**src/rtl/dmem_arbiter.sv**
```systemverilog
`default_nettype none
// ============================================================================
// Module  : dmem_arbiter
// Brief   : Round-robin share of a single-port data memory between LSU and fetch.
// Revision: 1.0
// ============================================================================
module dmem_arbiter #(
    parameter int ADDR_W = 32,
    parameter int DATA_W = 32
) (
    input  logic                clk,
    input  logic                rst,
    input  logic                lsu_cs,
    input  logic                lsu_wr,
    input  logic [DATA_W/8-1:0] lsu_mask,
    input  logic [ADDR_W-1:0]   lsu_addr,
    input  logic [DATA_W-1:0]   lsu_wdata,
    output logic [DATA_W-1:0]   lsu_rdata,
    output logic                lsu_stall,
    output logic                lsu_valid,
    input  logic                if_req,
    input  logic [ADDR_W-1:0]   if_addr,
    output logic [DATA_W-1:0]   if_rdata,
    output logic                if_stall,
    output logic                if_valid,
    output logic                mem_req,
    output logic                mem_we,
    output logic [DATA_W/8-1:0] mem_mask,
    output logic [ADDR_W-1:0]   mem_addr,
    output logic [DATA_W-1:0]   mem_wdata,
    input  logic                mem_ready,
    input  logic                mem_rvalid,
    input  logic [DATA_W-1:0]   mem_rdata
);

    localparam int MASK_W = DATA_W / 8;

    localparam logic [1:0] S_IDLE = 2'd0;
    localparam logic [1:0] S_REQ  = 2'd1;
    localparam logic [1:0] S_WAIT = 2'd2;
    localparam logic [1:0] S_RESP = 2'd3;

    localparam logic OWN_IF  = 1'b0;
    localparam logic OWN_LSU = 1'b1;

    logic [1:0]        state_q, state_d;
    logic              owner_q;
    logic              last_grant_q;
    logic              withdrawn_q;
    logic              mem_req_q;
    logic              mem_we_q;
    logic [MASK_W-1:0] mem_mask_q;
    logic [ADDR_W-1:0] mem_addr_q;
    logic [DATA_W-1:0] mem_wdata_q;
    logic [DATA_W-1:0] lsu_rdata_q;
    logic [DATA_W-1:0] if_rdata_q;
    logic              lsu_valid_q;
    logic              if_valid_q;

    logic w_lsu_req;
    logic w_if_req;
    logic w_grant_lsu;
    logic w_owner_req;
    logic w_in_resp;

    assign w_lsu_req   = ~lsu_cs;
    assign w_if_req    = if_req;
    // On a conflict the requester that was not served last wins.
    assign w_grant_lsu = w_lsu_req & (~w_if_req | (last_grant_q == OWN_IF));
    assign w_owner_req = (owner_q == OWN_LSU) ? w_lsu_req : w_if_req;
    assign w_in_resp   = (state_q == S_RESP);

    assign lsu_stall = w_lsu_req & ~(w_in_resp & (owner_q == OWN_LSU));
    assign if_stall  = w_if_req  & ~(w_in_resp & (owner_q == OWN_IF));

    always_comb begin
        state_d = state_q;
        case (state_q)
            S_IDLE:  if (w_lsu_req | w_if_req) state_d = S_REQ;
            S_REQ:   if (mem_ready)            state_d = S_WAIT;
            S_WAIT:  if (mem_rvalid)           state_d = S_RESP;
            S_RESP:                            state_d = S_IDLE;
            default:                           state_d = S_IDLE;
        endcase
    end

    always_ff @(posedge clk) begin
        if (rst) begin
            state_q      <= S_IDLE;
            owner_q      <= OWN_IF;
            last_grant_q <= OWN_IF;
            withdrawn_q  <= 1'b0;
            mem_req_q    <= 1'b0;
            mem_we_q     <= 1'b0;
            mem_mask_q   <= '0;
            mem_addr_q   <= '0;
            mem_wdata_q  <= '0;
            lsu_rdata_q  <= '0;
            if_rdata_q   <= '0;
            lsu_valid_q  <= 1'b0;
            if_valid_q   <= 1'b0;
        end else begin
            state_q     <= state_d;
            lsu_valid_q <= 1'b0;
            if_valid_q  <= 1'b0;
            case (state_q)
                S_IDLE: begin
                    if (w_lsu_req | w_if_req) begin
                        owner_q     <= w_grant_lsu ? OWN_LSU : OWN_IF;
                        withdrawn_q <= 1'b0;
                        mem_req_q   <= 1'b1;
                        if (w_grant_lsu) begin
                            mem_we_q    <= ~lsu_wr;
                            mem_mask_q  <= lsu_mask;
                            mem_addr_q  <= lsu_addr;
                            mem_wdata_q <= lsu_wdata;
                        end else begin
                            mem_we_q    <= 1'b0;
                            mem_mask_q  <= {MASK_W{1'b1}};
                            mem_addr_q  <= if_addr;
                            mem_wdata_q <= '0;
                        end
                    end
                end
                S_REQ: begin
                    if (!w_owner_req) withdrawn_q <= 1'b1;
                    if (mem_ready)    mem_req_q   <= 1'b0;
                end
                S_WAIT: begin
                    if (!w_owner_req) withdrawn_q <= 1'b1;
                    if (mem_rvalid) begin
                        // A flushed owner still gets its data, but no completion pulse.
                        if (owner_q == OWN_LSU) begin
                            if (!mem_we_q) lsu_rdata_q <= mem_rdata;
                            lsu_valid_q <= ~withdrawn_q & w_owner_req;
                        end else begin
                            if (!mem_we_q) if_rdata_q <= mem_rdata;
                            if_valid_q <= ~withdrawn_q & w_owner_req;
                        end
                    end
                end
                S_RESP: begin
                    last_grant_q <= owner_q;
                end
                default: begin
                    mem_req_q <= 1'b0;
                end
            endcase
        end
    end

    assign mem_req   = mem_req_q;
    assign mem_we    = mem_we_q;
    assign mem_mask  = mem_mask_q;
    assign mem_addr  = mem_addr_q;
    assign mem_wdata = mem_wdata_q;
    assign lsu_rdata = lsu_rdata_q;
    assign if_rdata  = if_rdata_q;
    assign lsu_valid = lsu_valid_q;
    assign if_valid  = if_valid_q;

endmodule
`default_nettype wire
```
**config.mk**
```make
export PLATFORM = sky130hd
export DESIGN_NAME = dmem_arbiter
export DESIGN_NICKNAME = d
export VERILOG_FILES = /design/src/rtl/dmem_arbiter.sv
export SDC_FILE = /design/constraint.sdc
export NUM_CORES = 1
export LEC_CHECK = 0
export ABC_AREA = 1
export BUFFER_PORTS_ARGS = -buffer_cell sky130_fd_sc_hd__buf_2
export CORE_ASPECT_RATIO = 1.2
export CORE_MARGIN = 8
export CORE_UTILIZATION = 35
export DETAILED_ROUTE_END_ITERATION = 12
export GPL_TIMING_DRIVEN = 0
export PLACE_DENSITY = 0.73
export SLEW_MARGIN = 20
export SYNTH_ARGS = -nofsm -noshare
export SYNTH_HDL_FRONTEND = slang
export SYNTH_SLANG_ARGS = --single-unit
```
**constraint.sdc**
```tcl
create_clock -name clk -period 3.4 [get_ports clk]
set_input_delay 0.17 -clock clk [delete_from_list [all_inputs] [get_ports clk]]
set_output_delay 0.17 -clock clk [all_outputs]
set_load 0.05 [all_outputs]
```
==> run_results.csv <==
group,metric,value,unit
sta,setup_viol,0,
detailed_routing,avgViaCountPerCell,4.63,
logic_synthesis,synth_area_leaders,"dfxtp_1 50%, nor2_1 9.7%, nand3_1 9.0%, o21ai_0 8.5%, inv_1 7.0%",
place,place_congestion,0.827,
detailed_routing,dr.pass1.iters,4,
cells_and_area,syn_to_final_growth,45.9,%
global_route,grt_pass1_wl,30800,um
logic_synthesis,synth_top_area_share,49.5,%
detailed_routing,ant_nets,0,
global_route,grt_use_total,18.6,%
sta,period_needed,1.80,ns
place,port_buffers,275,
sta,slew_violations,0,
clock_tree,clock-sinks,141,
sta,rsz0062_at_grt,"false",
detailed_routing,vias,6228,
clock_tree,root_buffer,"clkbuf_16",
logic_synthesis,synth_common_cells,"148 x nor2_1, 141 x dfxtp_1, 106 x inv_1",
floorplan,die_h,156,um
floorplan,core_area,0.0161,mm2
clock_tree,cts_max_level,4,
detailed_routing,wl_per_cell,14.8,um
sta,fin_hold_ws,0.0220,ns
sta,fin_crit_sh,53.0,%
cells_and_area,nets,1261,
global_route,grt_pass1_vias,6185,
sta,finalHoldViolCount,0,
logic_synthesis,yosys.area.top_type,"dfxtp_1",
sta,tns,0,ns
cells_and_area,nFillCells,1561,
logic_synthesis,ys_types,21,
logic_synthesis,synth-seq-cells,141,
cells_and_area,regArea,0.00282,mm2
clock_tree,cts.clk_slew.worst_paths,0.06,ns
detailed_routing,wl,19900,um
logic_synthesis,synthCells,786,
min_path,hp-class,"input pin to register",
place,hpwl,14800,um
floorplan,fp.dieW,132,um
logic_synthesis,synth.most_common_cell,"nor2_1",
clock_tree,clkLatencyLatePin,0.42,ns
floorplan,row_count,51,
detailed_routing,drtIter0Drc,291,
logic_synthesis,ys_async_sr_fraction,0,%
global_route,grt_overflow,0,
sta,fin_skew,0.00829,ns
detailed_routing,drc,0,
logic_synthesis,yosys_warnings,0,
global_route,grt_max_degree,17,
sta,tightestPinTransition,0.513,ns
global_route,grt_antenna_before_repair,4,
logic_synthesis,syn_nets,930,
clock_tree,clockBufferDepth,2,
run,cap_violations,0,
sta,slew_headroom,65.8,%
floorplan,fp.dieArea,0.0206,mm2
cells_and_area,multi_input_area,0.00218,mm2
worst_setup_path,crit_type,"register to register",
clock_tree,cts_made_buffers,17,
worst_setup_path,crit_path_max_fanout,10,
worst_setup_path,cp.required,3.75,ns
worst_setup_path,critPathCaptureType,"register",
pwr,p_leak,4.36,nW
status,status,"complete, no violations",
clock_tree,cts_tree,"done",
logic_synthesis,synth_edf_count,0,
sta,fmax,555,MHz
pwr,power_density,843,mW/mm2
logic_synthesis,synthFlopType,"dfxtp_1",
floorplan,pin_count,277,
cells_and_area,drive_gt1_share,30.3,%
worst_setup_path,cp.arrival,2.15,ns
floorplan,start_util,35.4,%
pwr,vdd_drop_max,0.360,mV
worst_setup_path,cp-start-kind,"register",
logic_synthesis,ys_seq_area_share,49.5,%
logic_synthesis,syn_avg_cell_area,7.25,um2
logic_synthesis,netlist_area,0.00570,mm2
[cell usage in the layout, fill, tap and decap left out, types with 7 or more instances in the layout]
master           n
clkbuf_1        20
buf_2          289
nor2_1         148
o21ai_0         97
buf_4            7
a21oi_1         36
nand2_1         85
dfxtp_1        141
inv_1          106
dlygate4sd3_1   37
nand3_1        102
clkbuf_16       17
[critical path, cell delays in order, from the launching register on]
cell and delay (ns):
dfxtp_1 0.39, inv_1 0.10, ha_1 0.24, nand2_1 0.09
inv_1 0.07, nand2_1 0.18, clkbuf_1 0.37, o21ai_0 0.19
nor2_1 0.12
[flip-flops by register name, summed over array words and instances, names as in the netlist]
signal and count:
mem_wdata 32, mem_req 1, lsu_rdata 32, last_grant_q 1, lsu_valid 1, if_rdata 32, mem_addr 32, if_valid 1
withdrawn_q 1, owner_q 1, mem_we 1, mem_mask 4, state_q 2
[cell type report]
type                       instances  area share, %
timing repair buffer             312           21.0
clock inverter                    13           1.96
sequential                       141           34.0
tap                              212           3.19
buffer                            49           3.30
antenna                            3         0.0903
clock buffer                      19           5.21
multi-input combinational        484           26.2
inverter                         112           5.09
[what timing repair did]
action / in CTS / in global routing
gates resized for setup: 0 / 0
endpoints found under the setup margin: 0 / 0
buffers inserted: 0 / 0
hold buffers: 37 / 0
endpoints found under the hold margin: 38 / 0
[path summary, 6_finish.rpt]
check | startpoint | endpoint | slack, ns | cells past startpoint
worst min register to register | withdrawn_q | withdrawn_q | 0.46 | 2
worst max-delay path | state_q[0] | if_rdata[17] | 1.60 | 8
worst max register to register | state_q[0] | if_rdata[17] | 1.60 | 8
worst min-delay path | lsu_wdata[16] | mem_wdata[16] | 0.02 | 3
[logic make-up (layout without fill, tap and decap cells)]
group	Yosys count	count (layout)	synth area share [%]
compound gates	139	139	12.2
fa+ha+maj	5	5	1.10
buf+inv	161	505	12.2
flops	141	141	49.5
other cells	0	3	0
simple gates	340	340	24.9
[report_power, final]
| group | leakage (nW) | total [W] | internal [W] | switching, W |
|---|---|---|---|---|
| logic | 2.92 | 0.00294 | 0.000765 | 0.00218 |
| registers | 1.15 | 0.00218 | 0.00201 | 0.000176 |
| clock network | 0.284 | 0.00188 | 0.00116 | 0.000728 |
| total | 4.36 | 0.00701 | 0.00393 | 0.00308 |
[per-stage QoR]
step | total power, W | cell area [um2] | setup slack [ns] | instances | utilization [%]
detailed placement | 0.00514 | 7340 | 1.59 | 1273 | 45.7
CTS | 0.00708 | 8310 | 1.60 | 1342 | 51.7
finish | 0.00701 | 8310 | 1.60 | 1345 | 51.7
global route | 0.00741 | 8310 | 1.41 | 1345 | 51.7
floorplan | 0.00437 | 5700 | 1.91 | 786 | -
global placement | 0.00510 | 7340 | 1.64 | 1273 | 45.7
[per-layer routing]
metal	vias up	part of all wire, %	GRT usage [%]
li1	3141	-	-
met3	71	6.9	6.44
met2	231	49	31.8
met5	-	0.040	0
met4	2	5.4	12.0
met1	2783	39	19.1
Note: power is estimated with default switching activity, not from simulation.
